### src/rtl/div_pkg.sv
// Shared defaults and width helper for the divider result buffer.
package div_pkg;

    localparam int unsigned DefDividendBitdepth = 16;
    localparam int unsigned DefDepth            = 8;

    // Smallest n with 2**n >= value; used for pointer and count widths.
    function automatic int unsigned clog2(input int unsigned value);
        int unsigned result;
        result = 0;
        for (int i = 0; i < 32; i++) begin
            if ((64'(1) << i) < 64'(value)) begin
                result = i + 1;
            end
        end
        return result;
    endfunction

endpackage

### src/rtl/div_result_buf_fifo.sv
// Show-ahead FIFO with wrap-bit pointers and a sticky overflow flag.
// The head reads as zero whenever the FIFO is empty.
module div_result_buf_fifo
    import div_pkg::*;
#(
    parameter int unsigned Width = 32,
    parameter int unsigned Depth = DefDepth,
    localparam int unsigned PtrW = clog2(Depth) + 1,
    localparam int unsigned AddrW = PtrW - 1
) (
    input  logic             i_sclk,
    input  logic             i_rstn,
    input  logic             push_i,
    input  logic             pop_i,
    input  logic [Width-1:0] wdata_i,
    output logic [Width-1:0] rdata_o,
    output logic             empty_o,
    output logic [PtrW-1:0]  count_o,
    output logic             overflow_o
);

    localparam logic [PtrW-1:0] FullXor = {1'b1, {AddrW{1'b0}}};

    logic [PtrW-1:0]  wptr_q, wptr_d;
    logic [PtrW-1:0]  rptr_q, rptr_d;
    logic             overflow_q, overflow_d;
    logic [Width-1:0] mem_q [Depth];

    logic empty, full, push_en, pop_en;

    assign empty   = (wptr_q == rptr_q);
    assign full    = ((wptr_q ^ rptr_q) == FullXor);
    assign pop_en  = pop_i & ~empty;
    // A pop in the same cycle frees the slot, so a push into a full FIFO still lands.
    assign push_en = push_i & (~full | pop_en);

    always_comb begin
        wptr_d     = wptr_q;
        rptr_d     = rptr_q;
        overflow_d = overflow_q;
        if (push_en) begin
            wptr_d = wptr_q + PtrW'(1);
        end
        if (pop_en) begin
            rptr_d = rptr_q + PtrW'(1);
        end
        if (push_i && full && !pop_en) begin
            overflow_d = 1'b1;
        end
    end

    always_ff @(posedge i_sclk or negedge i_rstn) begin
        if (!i_rstn) begin
            wptr_q     <= '0;
            rptr_q     <= '0;
            overflow_q <= 1'b0;
        end else begin
            wptr_q     <= wptr_d;
            rptr_q     <= rptr_d;
            overflow_q <= overflow_d;
        end
    end

    always_ff @(posedge i_sclk) begin
        if (push_en) begin
            mem_q[wptr_q[AddrW-1:0]] <= wdata_i;
        end
    end

    assign rdata_o    = empty ? '0 : mem_q[rptr_q[AddrW-1:0]];
    assign empty_o    = empty;
    assign count_o    = wptr_q - rptr_q;
    assign overflow_o = overflow_q;

endmodule

### src/rtl/div_result_buf.sv
// Credit-managed result buffer behind a divider with no backpressure.
// Define DIV_RESULT_BUF_BYPASS_EN to pass results straight through when empty.
module div_result_buf
    import div_pkg::*;
#(
    parameter int unsigned DIVIDEND_BITDEPTH = DefDividendBitdepth,
    parameter int unsigned DEPTH = DefDepth,
    localparam int unsigned CntW = clog2(DEPTH) + 1
) (
    input  logic                         i_sclk,
    input  logic                         i_rstn,
    input  logic                         i_req_valid,
    output logic                         o_req_ready,
    input  logic                         i_div_valid,
    input  logic [DIVIDEND_BITDEPTH-1:0] i_div_quotient,
    input  logic [DIVIDEND_BITDEPTH-1:0] i_div_remainder,
    output logic                         o_valid,
    input  logic                         i_ready,
    output logic [DIVIDEND_BITDEPTH-1:0] o_quotient,
    output logic [DIVIDEND_BITDEPTH-1:0] o_remainder,
    output logic [CntW-1:0]              o_count,
    output logic                         o_overflow
);

    localparam int unsigned Width = 2 * DIVIDEND_BITDEPTH;

    logic [CntW-1:0]  inflight_q, inflight_d;
    logic [CntW:0]    credits_used;
    logic [Width-1:0] head;
    logic             fifo_empty;
    logic             issue, push, pop, bypass;

    // Credits count queued plus in-flight results, so space is reserved at issue time.
    assign credits_used = (CntW + 1)'(o_count) + (CntW + 1)'(inflight_q);
    assign o_req_ready  = (credits_used < (CntW + 1)'(DEPTH));
    assign issue        = i_req_valid & o_req_ready;

    always_comb begin
        inflight_d = inflight_q;
        if (issue && !i_div_valid) begin
            inflight_d = inflight_q + CntW'(1);
        end else if (!issue && i_div_valid && (inflight_q != '0)) begin
            inflight_d = inflight_q - CntW'(1);
        end
    end

    always_ff @(posedge i_sclk or negedge i_rstn) begin
        if (!i_rstn) begin
            inflight_q <= '0;
        end else begin
            inflight_q <= inflight_d;
        end
    end

`ifdef DIV_RESULT_BUF_BYPASS_EN
    assign bypass = fifo_empty & i_div_valid & i_ready;
`else
    assign bypass = 1'b0;
`endif

    assign push    = i_div_valid & ~bypass;
    assign pop     = ~fifo_empty & i_ready;
    assign o_valid = ~fifo_empty | bypass;

    always_comb begin
        o_quotient  = head[Width-1:DIVIDEND_BITDEPTH];
        o_remainder = head[DIVIDEND_BITDEPTH-1:0];
        if (bypass) begin
            o_quotient  = i_div_quotient;
            o_remainder = i_div_remainder;
        end
    end

    div_result_buf_fifo #(
        .Width (Width),
        .Depth (DEPTH)
    ) u_fifo (
        .i_sclk     (i_sclk),
        .i_rstn     (i_rstn),
        .push_i     (push),
        .pop_i      (pop),
        .wdata_i    ({i_div_quotient, i_div_remainder}),
        .rdata_o    (head),
        .empty_o    (fifo_empty),
        .count_o    (o_count),
        .overflow_o (o_overflow)
    );

endmodule

### config.mk
export PLATFORM = sky130hd
export DESIGN_NAME = div_result_buf
export DESIGN_NICKNAME = d
export VERILOG_FILES = /design/src/rtl/div_pkg.sv /design/src/rtl/div_result_buf_fifo.sv /design/src/rtl/div_result_buf.sv
export SDC_FILE = /design/constraint.sdc
export NUM_CORES = 1
export LEC_CHECK = 0
export ABC_AREA = 1
export CAP_MARGIN = 20
export CORE_UTILIZATION = 60
export DETAILED_ROUTE_END_ITERATION = 10
export DONT_BUFFER_PORTS = 1
export PLACE_DENSITY = 0.74
export SYNTH_ARGS = -nofsm -noshare
export SYNTH_HDL_FRONTEND = slang
export SYNTH_HIERARCHICAL = 1
export SYNTH_SLANG_ARGS = --single-unit
export TNS_END_PERCENT = 30
### constraint.sdc
create_clock -name i_sclk -period 4.7 [get_ports i_sclk]
set_input_delay 1.41 -clock i_sclk [delete_from_list [all_inputs] [get_ports i_sclk]]
set_output_delay 1.41 -clock i_sclk [all_outputs]
set_load 0.005 [all_outputs]
==> impl_summary.txt, run 1 <==
----------------------------------------------------
[CTS]
  TritonCTS clock tree ... built
  H-tree depth ... 1
  Root Driver ... sky130_fd_sc_hd__clkbuf_16
  Maximum clock insertion buffer count ... 3
  Cells resized by post-CTS repair ... 0
  Clock network latency to the later pin of the worst-skew pair ... 530 ps
  CTS sink count ... 269
  Quantity of hold-fixing buffers added after cts ... 0
  Setup bufs post-CTS ... 0
  Clock buffer count from CTS ... 27
  Clock slew at the register clock pins of the worst setup and hold paths ... 60 ps

[Cells and area]
  Count of antenna diodes in the layout ... 0
  Filler cells ... 1,476
  Area of combinational cells with multiple inputs ... 2958 sq um
  Net count of the finished layout ... 1,286
  Fraction of layout cells with a size suffix above 1 ... between 6 and 7%
  Sequential cell area ... roughly 8000 sq um
  Final std cell area, no fill ... about 13,000 sq um
  Layout overhead on the synthesized area ... 8.491%
  Final core utilization ... 67.32%

[Timing]
  PnR worst setup slack ... 488.8 ps
  Max-slew violation count ... 0
  Setup violators final ... 0
  Relative max-transition margin ... around a third
  Endpoints failing hold ... 0
  Accumulated negative setup slack ... 0 ps
  Tcrit/Tclk final ... 89.60%
  RSZ-0062 raised after global routing ... no
  Clock Skews ... 15.74 ps
  Fmax ... roughly 240 MHz
  Shortest clock period the worst path allows after layout ... 4211 ps
  Slew @ Worst Pin ... 978.8 ps

[Synth]
  Netlist cell types ... 31
  Number of instances in the synthesized netlist ... 1,248
  Dominant cells by area after synthesis ... sky130_fd_sc_hd__edfxtp_1 63%, sky130_fd_sc_hd__nand2_1 11%, sky130_fd_sc_hd__inv_1 8.3%
  Cell area after technology mapping ... 12,270 sq um
  Syn Area/Cell ... 9.835 sq um
  Post-synth net total ... around 1,300
  Synth Register Bits ... 269
  Post-synthesis cell type with the largest combined area ... sky130_fd_sc_hd__edfxtp_1
  Sequential cell area fraction in the yosys report ... 65.28%
  Number of flops mapped to enable cells by yosys ... 256
  Leading register cell type out of synthesis ... sky130_fd_sc_hd__edfxtp_1
  Async set or reset register ratio after synthesis ... 4.833%
  YS warnings ... 6
  Proportion of netlist area held by the largest area contributor ... 62.63%

[Global routing]
  Largest net degree at the start of global routing ... 88
  Overall track demand over capacity in global routing ... 24.43%
  Number of global-route vias before repair ... between 7,000 and 8,000
  Global route overflow ... 0
  Number of antenna violations at the first check in global routing ... 0
  First-pass GRT wire length ... 40.08 mm

[Route]
  DRC ... 0
  Post-detailed-routing wire length ... 24.98 mm
  Count of vias placed by the detailed router ... 7,886
  Vias per Instance ... 5.188
  Routed wirelength normalized by instance count ... roughly 16 um
  Drt first-iter violations ... 613
  Number of nets still failing antenna checks after routing ... 0
  TritonRoute pass-1 iters ... 6

[Placed design]
  HPWL reported at the end of detailed placement ... 13.87 mm
  PortBufs ... 0
  Placement-stage cell area ... around 12,000 sq um
  Placer's final routability congestion estimate ... between 0.7 and 0.8
  Worst slack at placement ... 974.2 ps

[Setup path]
  Worst flop-to-flop path startpoint ... u_fifo/wptr_q[0]
  Worst R2R Setup Slack ... 900 ps
  R2R depth ... 12
  Required time reported for the critical path endpoint ... between 3000 and 4000 ps
  R2R Path End ... u_fifo/mem_q[2][29]
  Classification of the worst setup path ... flop to output pin
  Setup crit end kind ... output pin
  Endpoint arrival time on the critical path ... roughly 2800 ps
  Biggest fanout along the worst timing path ... 87
  Element type at the critical path start ... flop

[Outcome]
  Outcome ... finished clean

[Power and ir drop]
  Highest ir drop seen on vdd ... 0.4068 mV
  Static power due to leakage ... a little over 6 nW
  Power density cells ... 624.9 nW/um^2

[Floorplanning]
  I/O pins ... 76
  Die outline area ... 21,030 sq um
  Effective utilization at floorplan ... 62.05%
  Standard-cell row count ... 51
  Width of the die ... 145.0 um
  Die height ... 145.0 um
  Core region area ... roughly 20,000 sq um

[Flow run]
  Max cap viols ... 0

[Hold path]
  Worst Hold Launch ... inflight_q[3]
  Count of cells along the worst hold path ... 2
  Endpoint of the worst hold-timing path ... inflight_q[3]
  Hold Path Class ... flop to flop

----------------------------------------------------
==> layout by cell type (no fill, tap or decap), types with 2 or more instances in the layout <==
| cell | n |
|---|---|
| sky130_fd_sc_hd__nor2_1 | 70 |
| sky130_fd_sc_hd__a21oi_1 | 2 |
| sky130_fd_sc_hd__nand3_1 | 174 |
| sky130_fd_sc_hd__inv_1 | 272 |
| sky130_fd_sc_hd__buf_4 | 16 |
| sky130_fd_sc_hd__nor2_4 | 8 |
| sky130_fd_sc_hd__inv_2 | 2 |
| sky130_fd_sc_hd__dfrtp_2 | 2 |
| sky130_fd_sc_hd__dfrtp_1 | 10 |
| sky130_fd_sc_hd__xor2_1 | 6 |
| sky130_fd_sc_hd__clkinv_2 | 4 |
| sky130_fd_sc_hd__nand3_2 | 2 |
| sky130_fd_sc_hd__ha_1 | 10 |
| sky130_fd_sc_hd__clkbuf_8 | 2 |
| sky130_fd_sc_hd__nand2_2 | 5 |
| sky130_fd_sc_hd__clkinv_1 | 4 |
| sky130_fd_sc_hd__clkbuf_1 | 7 |
| sky130_fd_sc_hd__nand4_1 | 2 |
| sky130_fd_sc_hd__nand2_1 | 353 |
| sky130_fd_sc_hd__clkbuf_16 | 27 |
| sky130_fd_sc_hd__edfxtp_1 | 256 |
| sky130_fd_sc_hd__bufinv_16 | 2 |
| sky130_fd_sc_hd__fa_1 | 2 |
| sky130_fd_sc_hd__xnor2_1 | 3 |
==> per-layer routing <==
layer / wire length, um / global-route usage [%] / share of wire, % / vias up
li1: - / - / - / 3875
met1: 10350 / 31.07 / 41 / 3725
met2: 12590 / 43.27 / 50 / 245
met3: 1619 / 4.182 / 6.5 / 41
met4: 418 / 6.277 / 1.7 / 0
met5: 0 / 0 / 0 / -
==> state kept, by name (all words and copies together), names as in the netlist <==
| register | flops |
|---|---|
| u_fifo/wptr_q | 4 |
| u_fifo/mem_q | 256 |
| u_fifo/rptr_q | 4 |
| u_fifo/overflow_o | 1 |
| inflight_q | 4 |
==> synthesized netlist by cell type, drive strengths merged, types with 3 or more instances <==
cell / count
xnor2: 3
inv: 275
nor2: 79
xor2: 6
nand4: 3
clkbuf: 10
dfrtp: 13
nand3: 176
buf: 47
edfxtp: 256
nand2: 359
ha: 10
==> logic make-up (layout without fill, tap and decap cells) <==
group / after synthesis / after routing / share of synthesized area [%]
and+or+nand+nor: 620 / 620 / 21.35
buffers and inverters: 332 / 339 / 11.11
DFF: 269 / 269 / 65.28
adders and majority gates: 12 / 12 / 1.346
xor gates and xnor gates: 9 / 9 / 0.6422
AOI/OAI and AO/OA: 6 / 6 / 0.2752
==> worst max-delay path, stage by stage, from the launching register on <==
cell and delay [ps]:
sky130_fd_sc_hd__dfrtp_4 430, sky130_fd_sc_hd__buf_4 740, sky130_fd_sc_hd__buf_4 570, sky130_fd_sc_hd__nand2_1 120, sky130_fd_sc_hd__nand3_1 100, sky130_fd_sc_hd__nand3_1 110, sky130_fd_sc_hd__nand2_1 120, sky130_fd_sc_hd__nor2_1 70
==> how the worst max path moves through the flow <==
stage | slack (ps) | cells past startpoint | endpoint | startpoint
floorplan | 540 | 16 | u_fifo/mem_q[2][0] | u_fifo/rptr_q[2]
global placement | 1040 | 12 | u_fifo/mem_q[2][0] | u_fifo/wptr_q[0]
detailed placement | 970 | 12 | u_fifo/mem_q[3][30] | u_fifo/wptr_q[0]
CTS | 450 | 7 | o_quotient[7] | u_fifo/rptr_q[0]
global route | 290 | 7 | o_quotient[7] | u_fifo/rptr_q[0]
finish | 490 | 7 | o_quotient[7] | u_fifo/rptr_q[0]
==> power breakdown <==
group          leakage [nW]  internal [W]  switching (W)
registers              2.48       0.00302       0.000136
logic                  3.17      0.000942        0.00219
clock network         0.410       0.00119       0.000848
==> metrics by stage <==
| step | hold WS (ps) | total power [W] | cells |
|---|---|---|---|
| finish | 522.1 | 0.008321 | 1520 |
| global route | 553.3 | 0.008856 | 1520 |
| CTS | 523.0 | 0.008387 | 1520 |
| detailed placement | 504.3 | 0.006346 | 1473 |
| global placement | 497.8 | 0.006252 | 1473 |
| floorplan | 465.3 | 0.005617 | 1248 |
==> area by class of cell <==
cell class	instances	area share, %
flip-flops and latches	269	60.22
clock inverters	11	0.7799
inverters	275	7.770
repair buffers	17	1.052
multi-input cells	647	22.21
clock buffers	36	5.478
well taps	265	2.490
Note: power is estimated with default switching activity, not from simulation.
==> run 2, diff against run 1 <==
--- a/config.mk
+++ b/config.mk
@@ -10,6 +10,7 @@
 export CORE_UTILIZATION = 60
 export DETAILED_ROUTE_END_ITERATION = 10
 export DONT_BUFFER_PORTS = 1
+export HOLD_SLACK_MARGIN = 0.02
 export PLACE_DENSITY = 0.74
 export SYNTH_ARGS = -nofsm -noshare
 export SYNTH_HDL_FRONTEND = slang
==> results of run 2 <==
Same layout as run 1: the final DEF is identical, and so are final timing and power.
